[src/rtl/uart_frame_pkg.sv]
// uart_frame_pkg: shared states, constants and helpers for the UART frame transmitter
package uart_frame_pkg;
  typedef enum logic [2:0] {IDLE, START, DATA, PARITY, STOP, DONE} state_e;
  localparam int MAX_BYTES = 64;
  localparam int MAX_W = 8 * MAX_BYTES;
  function automatic int clks_per_bit(input int clock_freq, input int baud_rate);
    return clock_freq / baud_rate;
  endfunction
  function automatic logic parity_bit(input logic [7:0] b, input logic odd);
    return ^b ^ odd;
  endfunction
  function automatic logic [7:0] checksum(input logic [MAX_W-1:0] v, input int n);
    logic [7:0] s;
    s = '0;
    for (int i = 0; i < MAX_BYTES; i++) if (i < n) s = s + v[8*i +: 8];
    return s;
  endfunction
endpackage

[src/rtl/uart_byte_tx.sv]
// uart_byte_tx: serialises one byte with start, parity and stop bits; a start
// presented during the last stop cycle chains the next byte with no idle gap.
module uart_byte_tx import uart_frame_pkg::*; #(
  parameter int CLKS_PER_BIT = 434,
  parameter int PARITY_EN = 0,
  parameter int PARITY_ODD = 0,
  parameter int STOP_BITS = 1
) (
  input  logic       clk,
  input  logic       rst,
  input  logic       start,
  input  logic [7:0] byte_in,
  output logic       tx,
  output logic       done
);
  localparam int CW = $clog2(CLKS_PER_BIT);
  state_e state_q, state_d;
  logic [CW-1:0] cnt_q, cnt_d;
  logic [2:0] bit_q, bit_d;
  logic [7:0] sh_q, sh_d;
  logic par_q, par_d, tx_q, tx_d, tick;
  always_comb begin
    tick = cnt_q == CW'(CLKS_PER_BIT - 1);
    done = state_q == STOP && tick && bit_q == 3'(STOP_BITS - 1);
    state_d = state_q;
    cnt_d = (state_q == IDLE || tick) ? '0 : cnt_q + 1'b1;
    bit_d = bit_q;
    sh_d = sh_q;
    par_d = par_q;
    tx_d = tx_q;
    if (tick)
      case (state_q)
        START: begin
          state_d = DATA;
          tx_d = sh_q[0];
        end
        DATA: begin
          sh_d = {1'b1, sh_q[7:1]};
          bit_d = bit_q + 1'b1;
          state_d = bit_q == 3'd7 ? (PARITY_EN != 0 ? PARITY : STOP) : DATA;
          tx_d = bit_q == 3'd7 ? (PARITY_EN != 0 ? par_q : 1'b1) : sh_q[1];
        end
        PARITY: begin
          state_d = STOP;
          tx_d = 1'b1;
        end
        STOP: begin
          bit_d = done ? '0 : bit_q + 1'b1;
          state_d = done ? IDLE : STOP;
        end
        default: ;
      endcase
    if (start && (state_q == IDLE || done)) begin
      state_d = START;
      cnt_d = '0;
      bit_d = '0;
      sh_d = byte_in;
      par_d = parity_bit(byte_in, PARITY_ODD != 0);
      tx_d = 1'b0;
    end
  end
  always_ff @(posedge clk or posedge rst)
    if (rst) begin
      state_q <= IDLE;
      cnt_q <= '0;
      bit_q <= '0;
      sh_q <= '0;
      par_q <= 1'b0;
      tx_q <= 1'b1;
    end else begin
      state_q <= state_d;
      cnt_q <= cnt_d;
      bit_q <= bit_d;
      sh_q <= sh_d;
      par_q <= par_d;
      tx_q <= tx_d;
    end
  assign tx = tx_q;
endmodule

[src/rtl/uart_frame_tx.sv]
// uart_frame_tx: sends optional header, payload (MSB byte first) and optional
// checksum as one back-to-back UART frame behind a valid/ready handshake.
module uart_frame_tx import uart_frame_pkg::*; #(
  parameter int         CLOCK_FREQ  = 50_000_000,
  parameter int         BAUD_RATE   = 115200,
  parameter int         NUM_BYTES   = 4,
  parameter int         HEADER_EN   = 1,
  parameter logic [7:0] HEADER_BYTE = 8'hA5,
  parameter int         CHECKSUM_EN = 1,
  parameter int         PARITY_EN   = 0,
  parameter int         PARITY_ODD  = 0,
  parameter int         STOP_BITS   = 1
) (
  input  logic                   clk,
  input  logic                   rst,
  input  logic [8*NUM_BYTES-1:0] data_array,
  input  logic                   send_valid,
  output logic                   send_ready,
  output logic                   uart_tx,
  output logic                   busy,
  output logic                   frame_done
);
  localparam int CLKS_PER_BIT = clks_per_bit(CLOCK_FREQ, BAUD_RATE);
  localparam int TOTAL = HEADER_EN + NUM_BYTES + CHECKSUM_EN;
  localparam int IW = $clog2(TOTAL + 1);
  state_e state_q, state_d;
  logic [8*NUM_BYTES-1:0] shadow_q, shadow_d, src;
  logic [IW-1:0] idx_q, idx_d;
  logic ready_q, ready_d, busy_q, busy_d, done_q, done_d;
  logic hs, byte_start, byte_done;
  logic [7:0] byte_val;
  int pos;
  always_comb begin
    hs = send_valid && ready_q;
    // the first byte leaves on the handshake edge, before the shadow holds the data
    src = hs ? data_array : shadow_q;
    pos = int'(idx_q) - HEADER_EN;
    byte_val = (HEADER_EN != 0 && idx_q == '0) ? HEADER_BYTE :
               pos < NUM_BYTES ? 8'(src >> (8 * (NUM_BYTES - 1 - pos))) :
               checksum(MAX_W'(src), NUM_BYTES);
    state_d = state_q;
    shadow_d = shadow_q;
    idx_d = idx_q;
    ready_d = ready_q;
    busy_d = busy_q;
    done_d = 1'b0;
    byte_start = 1'b0;
    case (state_q)
      IDLE: if (hs) begin
        state_d = DATA;
        shadow_d = data_array;
        idx_d = IW'(1);
        byte_start = 1'b1;
        ready_d = 1'b0;
        busy_d = 1'b1;
      end
      DATA: if (byte_done) begin
        state_d = idx_q == IW'(TOTAL) ? DONE : DATA;
        done_d = idx_q == IW'(TOTAL);
        busy_d = idx_q != IW'(TOTAL);
        idx_d = idx_q == IW'(TOTAL) ? '0 : idx_q + 1'b1;
        byte_start = idx_q != IW'(TOTAL);
      end
      DONE: begin
        state_d = IDLE;
        ready_d = 1'b1;
      end
      default: state_d = IDLE;
    endcase
  end
  always_ff @(posedge clk or posedge rst)
    if (rst) begin
      state_q <= IDLE;
      shadow_q <= '0;
      idx_q <= '0;
      ready_q <= 1'b1;
      busy_q <= 1'b0;
      done_q <= 1'b0;
    end else begin
      state_q <= state_d;
      shadow_q <= shadow_d;
      idx_q <= idx_d;
      ready_q <= ready_d;
      busy_q <= busy_d;
      done_q <= done_d;
    end
  uart_byte_tx #(
    .CLKS_PER_BIT(CLKS_PER_BIT),
    .PARITY_EN(PARITY_EN),
    .PARITY_ODD(PARITY_ODD),
    .STOP_BITS(STOP_BITS)
  ) u_byte (
    .clk(clk),
    .rst(rst),
    .start(byte_start),
    .byte_in(byte_val),
    .tx(uart_tx),
    .done(byte_done)
  );
  assign send_ready = ready_q;
  assign busy = busy_q;
  assign frame_done = done_q;
endmodule

[config.mk]
export PLATFORM = sky130hd
export DESIGN_NAME = uart_frame_tx
export DESIGN_NICKNAME = d
export VERILOG_FILES = /design/src/rtl/uart_frame_pkg.sv /design/src/rtl/uart_byte_tx.sv /design/src/rtl/uart_frame_tx.sv
export SDC_FILE = /design/constraint.sdc
export NUM_CORES = 1
export LEC_CHECK = 0
export BUFFER_PORTS_ARGS = -buffer_cell sky130_fd_sc_hd__buf_2
export CORE_MARGIN = 10
export CORE_UTILIZATION = 28
export CTS_BUF_LIST = sky130_fd_sc_hd__clkbuf_8
export DETAILED_ROUTE_END_ITERATION = 12
export MAX_ROUTING_LAYER = met4
export PLACE_DENSITY = 0.44
export SYNTH_ARGS = -nofsm -noshare
export SYNTH_HDL_FRONTEND = slang
export SYNTH_SLANG_ARGS = --single-unit
[constraint.sdc]
create_clock -name clk -period 5 [get_ports clk]
set_clock_uncertainty 0.15 [all_clocks]
set_input_delay 0.25 -clock clk [delete_from_list [all_inputs] [get_ports clk]]
set_output_delay 0.25 -clock clk [all_outputs]
set_load 0.05 [all_outputs]
; Word-level counts from Yosys, hierarchy flattened
; Cells that the tools add are included.
[word_totals]
wordCells = 96
regBits = 65
[classes]
mux = 39
magnitude_cmp = 1
eq_ne = 12
n_reduce_logical = 24
shift = 1
n_addsub = 8
[op_table]
columns = cell, count
row1 = 8-bit two-way mux, 5
row2 = 3-bit two-way mux, 13
row3 = 32-bit two-way mux, 1
row4 = 32-bit by 32-bit right shift with 8-bit output, 1
row5 = 8-bit adder, 3
row6 = 9-bit two-way mux, 2
row7 = 3-bit one-hot mux with 2 select lines, 3
row8 = 3-bit == test (second input constant), 4
row9 = 3-bit zero test, 4
row10 = 3-bit one-hot mux with 4 select lines, 1
row11 = 2-bit AND reduction, 6
row12 = 1-bit two-way mux, 10
row13 = 9-bit by 1-bit adder with 9-bit output (second input constant), 1
row14 = 3-bit by 2-bit == test with 1-bit output (second input constant), 3
row15 = 9-bit == test (second input constant), 1
row16 = 2-bit nonzero test, 4
row17 = 3-bit by 1-bit adder with 3-bit output (second input constant), 2
row18 = 1-bit one-hot mux with 2 select lines, 3
row19 = 5-bit nonzero test, 1
row20 = 3-bit by 4-bit subtractor with 5-bit output (first input constant), 1
row21 = 1-bit logical AND, 4
row22 = 4-bit less-than comparator (second input constant), 1
row23 = 2-bit inequality test (second input constant), 2
row24 = 4-bit nonzero test, 1
row25 = 7 further kinds, 8

; Depth between registers and ports, before layout
[depth]
word_depth = 8
depth_mapped = 17
depth_no_buf = 14

; Cells and area by module
; From an unflattened synthesis, not the netlist that was laid out.
[unflattened]
cells_unflattened = 397
area_unflattened_um2 = 4433.0
[by_module_without_submodules]
columns = module, area_each_um2, seq_area_each_um2, instances, cells_each
row1 = uart_frame_tx, 3119.2, 1002.2, 1, 277
row2 = uart_byte_tx, 1313.8, 601.8, 1, 120

; Worst setup path before layout
; OpenSTA, ideal clock, no wires.
[synth_timing]
kind = register -> register
startpoint = register ready_q (netlist: send_ready)
endpoint = register u_byte.sh_q[7]
setup_slack_ns = 0.961
synth_period_minus_slack_ns = 4.039
path_stages_with_launch = 17
arrival_time_ns = 3.758
path_buffers = 3
required_ns = 4.719
cell_sequence = dfstp_2 -> and2_4 -> buf_6 -> buf_6 -> clkbuf_1 -> o21ai_0 -> ha_1 -> inv_1 -> fa_1 -> inv_1 -> ha_1 -> fa_1 -> a211oi_1 -> o21bai_1 -> a21oi_1 -> or4b_1 -> a31oi_1
[synth_via]
elab_chain_len = 8
[synth_lines]
columns = item, line
row1 = from (decl), uart_frame_tx.sv:29  ; logic ready_q, ready_d, busy_q, busy_d, done_q, done_d;
row2 = from (signal assigned), uart_frame_tx.sv:83  ; ready_q <= ready_d;
row3 = 1-bit logical AND (*), uart_frame_tx.sv:34  ; hs = send_valid && ready_q;
row4 = 32-bit two-way mux, --
row5 = 8-bit adder (3 in series), uart_frame_pkg.sv:15  ; for (int i = 0; i < MAX_BYTES; i++) if (i < n) s = s + v[8*i +: 8];
row6 = 8-bit two-way mux, uart_frame_tx.sv:39  ; pos < NUM_BYTES ? 8'(src >> (8 * (NUM_BYTES - 1 - pos))) :
row7 = 8-bit two-way mux, uart_frame_tx.sv:38  ; byte_val = (HEADER_EN != 0 && idx_q == '0) ? HEADER_BYTE :
row8 = 8-bit two-way mux, uart_byte_tx.sv:53  ; if (start && (state_q == IDLE || done)) begin
row9 = to (signal assigned), uart_byte_tx.sv:67  ; sh_q <= '0;
row10 = to (signal assigned), uart_byte_tx.sv:74  ; sh_q <= sh_d;
row11 = to (decl), uart_byte_tx.sv:20  ; logic [7:0] sh_q, sh_d;
; Mark *: on every way between the ends. The rest lies on a longest branch, timed or not.
; A chain may end at the register's enable or synchronous reset.

; Final worst setup path
[layout_timing]
startpoint = register ready_q (netlist: send_ready)
endpoint = register u_byte.sh_q[7]
[layout_rtl]
columns = item, line
row1 = 1-bit logical AND, uart_frame_tx.sv:34
row2 = 32-bit two-way mux, --
row3 = named net src[21], uart_frame_tx.sv:27  ; logic [8*NUM_BYTES-1:0] shadow_q, shadow_d, src;
row4 = 8-bit adder (2 in series), uart_frame_pkg.sv:15
row5 = 8-bit two-way mux, uart_frame_tx.sv:39
row6 = 8-bit two-way mux, uart_frame_tx.sv:38
row7 = 8-bit two-way mux, uart_byte_tx.sv:53
; The timed path passes the listed nets, and every way through them passes these cells.

==> impl_metrics.yaml <==
worst_setup_path:
  reg2reg_slack_ns: 0.90
  critPathMaxFanout: 32
  critical_path_class: "register to register"
  r2r_cells: 12
  crit_chain: "and2_4, mux2_2, fa_1, inv_1, fa_1, inv_1, ha_1, o21ai_0, o21bai_1, a21oi_1, or4b_1, a31oi_1"
  cp_num_buf_inv: 2
  cpPeakStageDelay_ns: 0.59
  worstReg2RegStart: "send_ready"
  crit_slowest_cell: "dfstp_2"
  reg2reg_to: "u_byte.sh_q[7]"
  critPathRequiredTime_ns: 5.13
  cp-start-kind: "register"
  critPathTopFamily: "adder cells"
  cp-end-kind: "register"
  cp.arrival_ns: 4.24
logic_synthesis:
  synth_nets: 463
  yosys.area.top_type: "dfrtp_1"
  synth_cell_type_count: 64
  synthCells: 396
  yosysTopAreaCellShare_pct: 34.9
  ys_ff_latch: 64
  synth_edf_count: 0
  ys_seq_area_share_pct: 36.1
  synth_area_leaders: "dfrtp_1, mux2_2, ha_1, mux4_2, fa_1"
  syn_area_um2: 4450
  synth.avg_cell_area_um2: 11.2
  synth-async-reset-ratio_pct: 100
  synth_flop_cell: "dfrtp_1"
  ys_warn_count: 0
clocking:
  cts_made_buffers: 9
  cts_setup_buffers: 0
  htree_levels: 3
  insertion_delay_ns: 0.36
  cts_buffer_depth: 2
  clk_pin_slew_ns: 0.07
  cts_tree: "built"
  cts_root_buffer: "clkbuf_8"
  cts_sinks: 64
power:
  power_frac_comb_pct: 48.2
  p_total_w: 0.00202
  power.internal_w: 0.00126
  p_clk_share_pct: 18.4
  vdd_drop_max_mv: 0.155
  pwr-share-seq_pct: 33.3
  p_sw_share_pct: 37.9
  power.switching_w: 0.000767
  powerDensity_nw_per_um2: 389
  power.leakage_nw: 2.30
sta:
  finalMaxSlewViolations: 0
  max_slew_margin_pct: 21.2
  rsz0062_at_grt: "false"
  period_share_pct: 82.1
  tightest_slew_ns: 1.18
  tns_ns: 0
  finalHoldViolCount: 10
  setup_viol: 0
  period_minus_slack_ns: 4.10
  hold-worst-slack_ns: -0.00924
  max_freq_mhz: 244
run_status:
  violations: "hold timing"
  status: "finished with violations"
final_layout:
  antenna_cells: 0
  final_layout_size_suffix_gt1_share_pct: 27.8
  synthToLayoutAreaGrowth_pct: 17.1
  final_nets: 519
drt:
  drtIter0Drc: 120
  vias: 3198
  drt-vias-per-instance: 4.75
  dr.pass1.iters: 4
  ant_nets: 0
  routed_wl_um: 10100
  wl_per_cell_um: 15.0
  drcViolationCount: 0
die:
  fp.dieW_um: 146
  row_count: 46
  initial_core_util_pct: 28.3
  die_area_um2: 21300
  die_h_um: 146
  ioPinCount: 39
  design.core.area_um2: 15700
global_routing:
  track_usage_pct: 10.3
  antenna_found_initial: 0
  gr-total-overflow: 0
  grt_pass1_vias: 3375
  grt_max_degree: 65
  grt_first_pass_wirelength_um: 17300
job:
  drv_cap: 0
placed_design:
  dp_hpwl_um: 7380
  io_buffers: 38
  place.gp.congestion: 0.765
hold_path:
  hold_path.class: "primary input to asynchronous set/reset pin"
layout by cell type, fill, tap and decap left out, drive strengths merged, types with 12 or more instances in the layout:
cell / netlist / layout
a21oi: 14 / 14
mux2i: 12 / 12
inv: 34 / 40
nand2: 16 / 16
buf: 11 / 41
mux2: 53 / 53
nor2: 13 / 13
ha: 21 / 21
dlygate4sd3: 0 / 22
dfrtp: 62 / 62
per-stage QoR:
step	instance area (µm²)	instances	utilization, %	worst slack (ns)	hold WS (ns)
2_1_floorplan	4450	396	-	0.961	0.252
3_3_place_gp	4840	635	30.8	0.968	0.324
3_5_place_dp	4840	635	30.8	0.915	0.335
4_1_cts	5210	673	33.2	0.882	0.000438
5_1_grt	5210	673	33.2	0.593	0.0116
6_report	5210	673	33.2	0.896	-0.00924
worst reg2reg max path: cells and delay by family (launching register included):
kind	cells	cell delay (ns)
buffers and inverters	2	0.09
and+or+nand+nor	2	0.92
AOI/OAI and AO/OA	4	0.51
DFF	1	0.59
muxes	1	0.42
adders and majority gates	3	1.34
flip-flops by register name, indices dropped and copies added, names as in the netlist, 2 cells and up:
register	cells
u_byte.sh_q	8
shadow_q	32
idx_q	3
u_byte.state_q	3
state_q	2
u_byte.bit_q	3
u_byte.cnt_q	9
worst max path at each step:
| stage | startpoint | end | slack (ns) | cells after the start |
|---|---|---|---|---|
| after floorplan | send_ready | u_byte.sh_q[7] | 0.96 | 16 |
| after global placement | send_ready | u_byte.sh_q[7] | 0.97 | 12 |
| after detailed placement | send_ready | u_byte.sh_q[7] | 0.91 | 13 |
| after CTS | send_ready | u_byte.sh_q[7] | 0.88 | 13 |
| after global routing | send_ready | u_byte.sh_q[7] | 0.59 | 13 |
| final | send_ready | u_byte.sh_q[7] | 0.90 | 12 |
final cells by class:
class | count | area [µm²]
fill | 1623 | 10500
sequential | 64 | 1600
clock buffer | 9 | 124
clock inverter | 7 | 27.5
tap | 216 | 270
multi-input combinational | 280 | 2620
timing repair buffer | 63 | 433
inverter | 34 | 128
cell families (layout without fill, tap and decap cells):
group / after synthesis / count (layout) / synth area share (%)
AOI/OAI and AO/OA: 71 / 71 / 10.9
xor gates and xnor gates: 18 / 18 / 4.16
adders and majority gates: 32 / 32 / 10.9
buffers and inverters: 52 / 113 / 5.26
DFF: 64 / 64 / 36.1
muxes: 76 / 76 / 22.2
and+or+nand+nor: 83 / 83 / 10.5
power by group through the flow:
stage | combinational, W | sequential (W) | clock (W)
final | 0.000976 | 0.000675 | 0.000373
after global routing | 0.00112 | 0.000689 | 0.000414
after CTS | 0.000990 | 0.000676 | 0.000390
after detailed placement | 0.000967 | 0.000685 | 0
after global placement | 0.000958 | 0.000682 | 0
after floorplan | 0.000757 | 0.000686 | 0
repair_timing:
| action | in CTS | in global routing |
|---|---|---|
| resized for setup | 0 | 0 |
| endpoints found under the hold margin | 22 | 0 |
| hold buffers | 22 | 0 |
Yosys cell counts, drive strengths merged (7+ instances only):
cell	n
a211oi	7
a21oi	14
and3	7
buf	11
clkbuf	7
dfrtp	62
fa	11
ha	21
inv	34
mux2	53
mux2i	12
mux4	11
nand2	16
nor2	13
nor3	8
o21ai	11
xnor2	7
xor2	9
per-layer routing:
layer | up-vias | share of wire, % | global-route usage (%)
li1 | 1549 | - | -
met1 | 1591 | 50 | 12.9
met2 | 43 | 46 | 15.8
met3 | 15 | 2.0 | 1.85
met4 | 0 | 2.5 | 5.01
met5 | - | 0 | -
(Power assumes the default switching activity.)
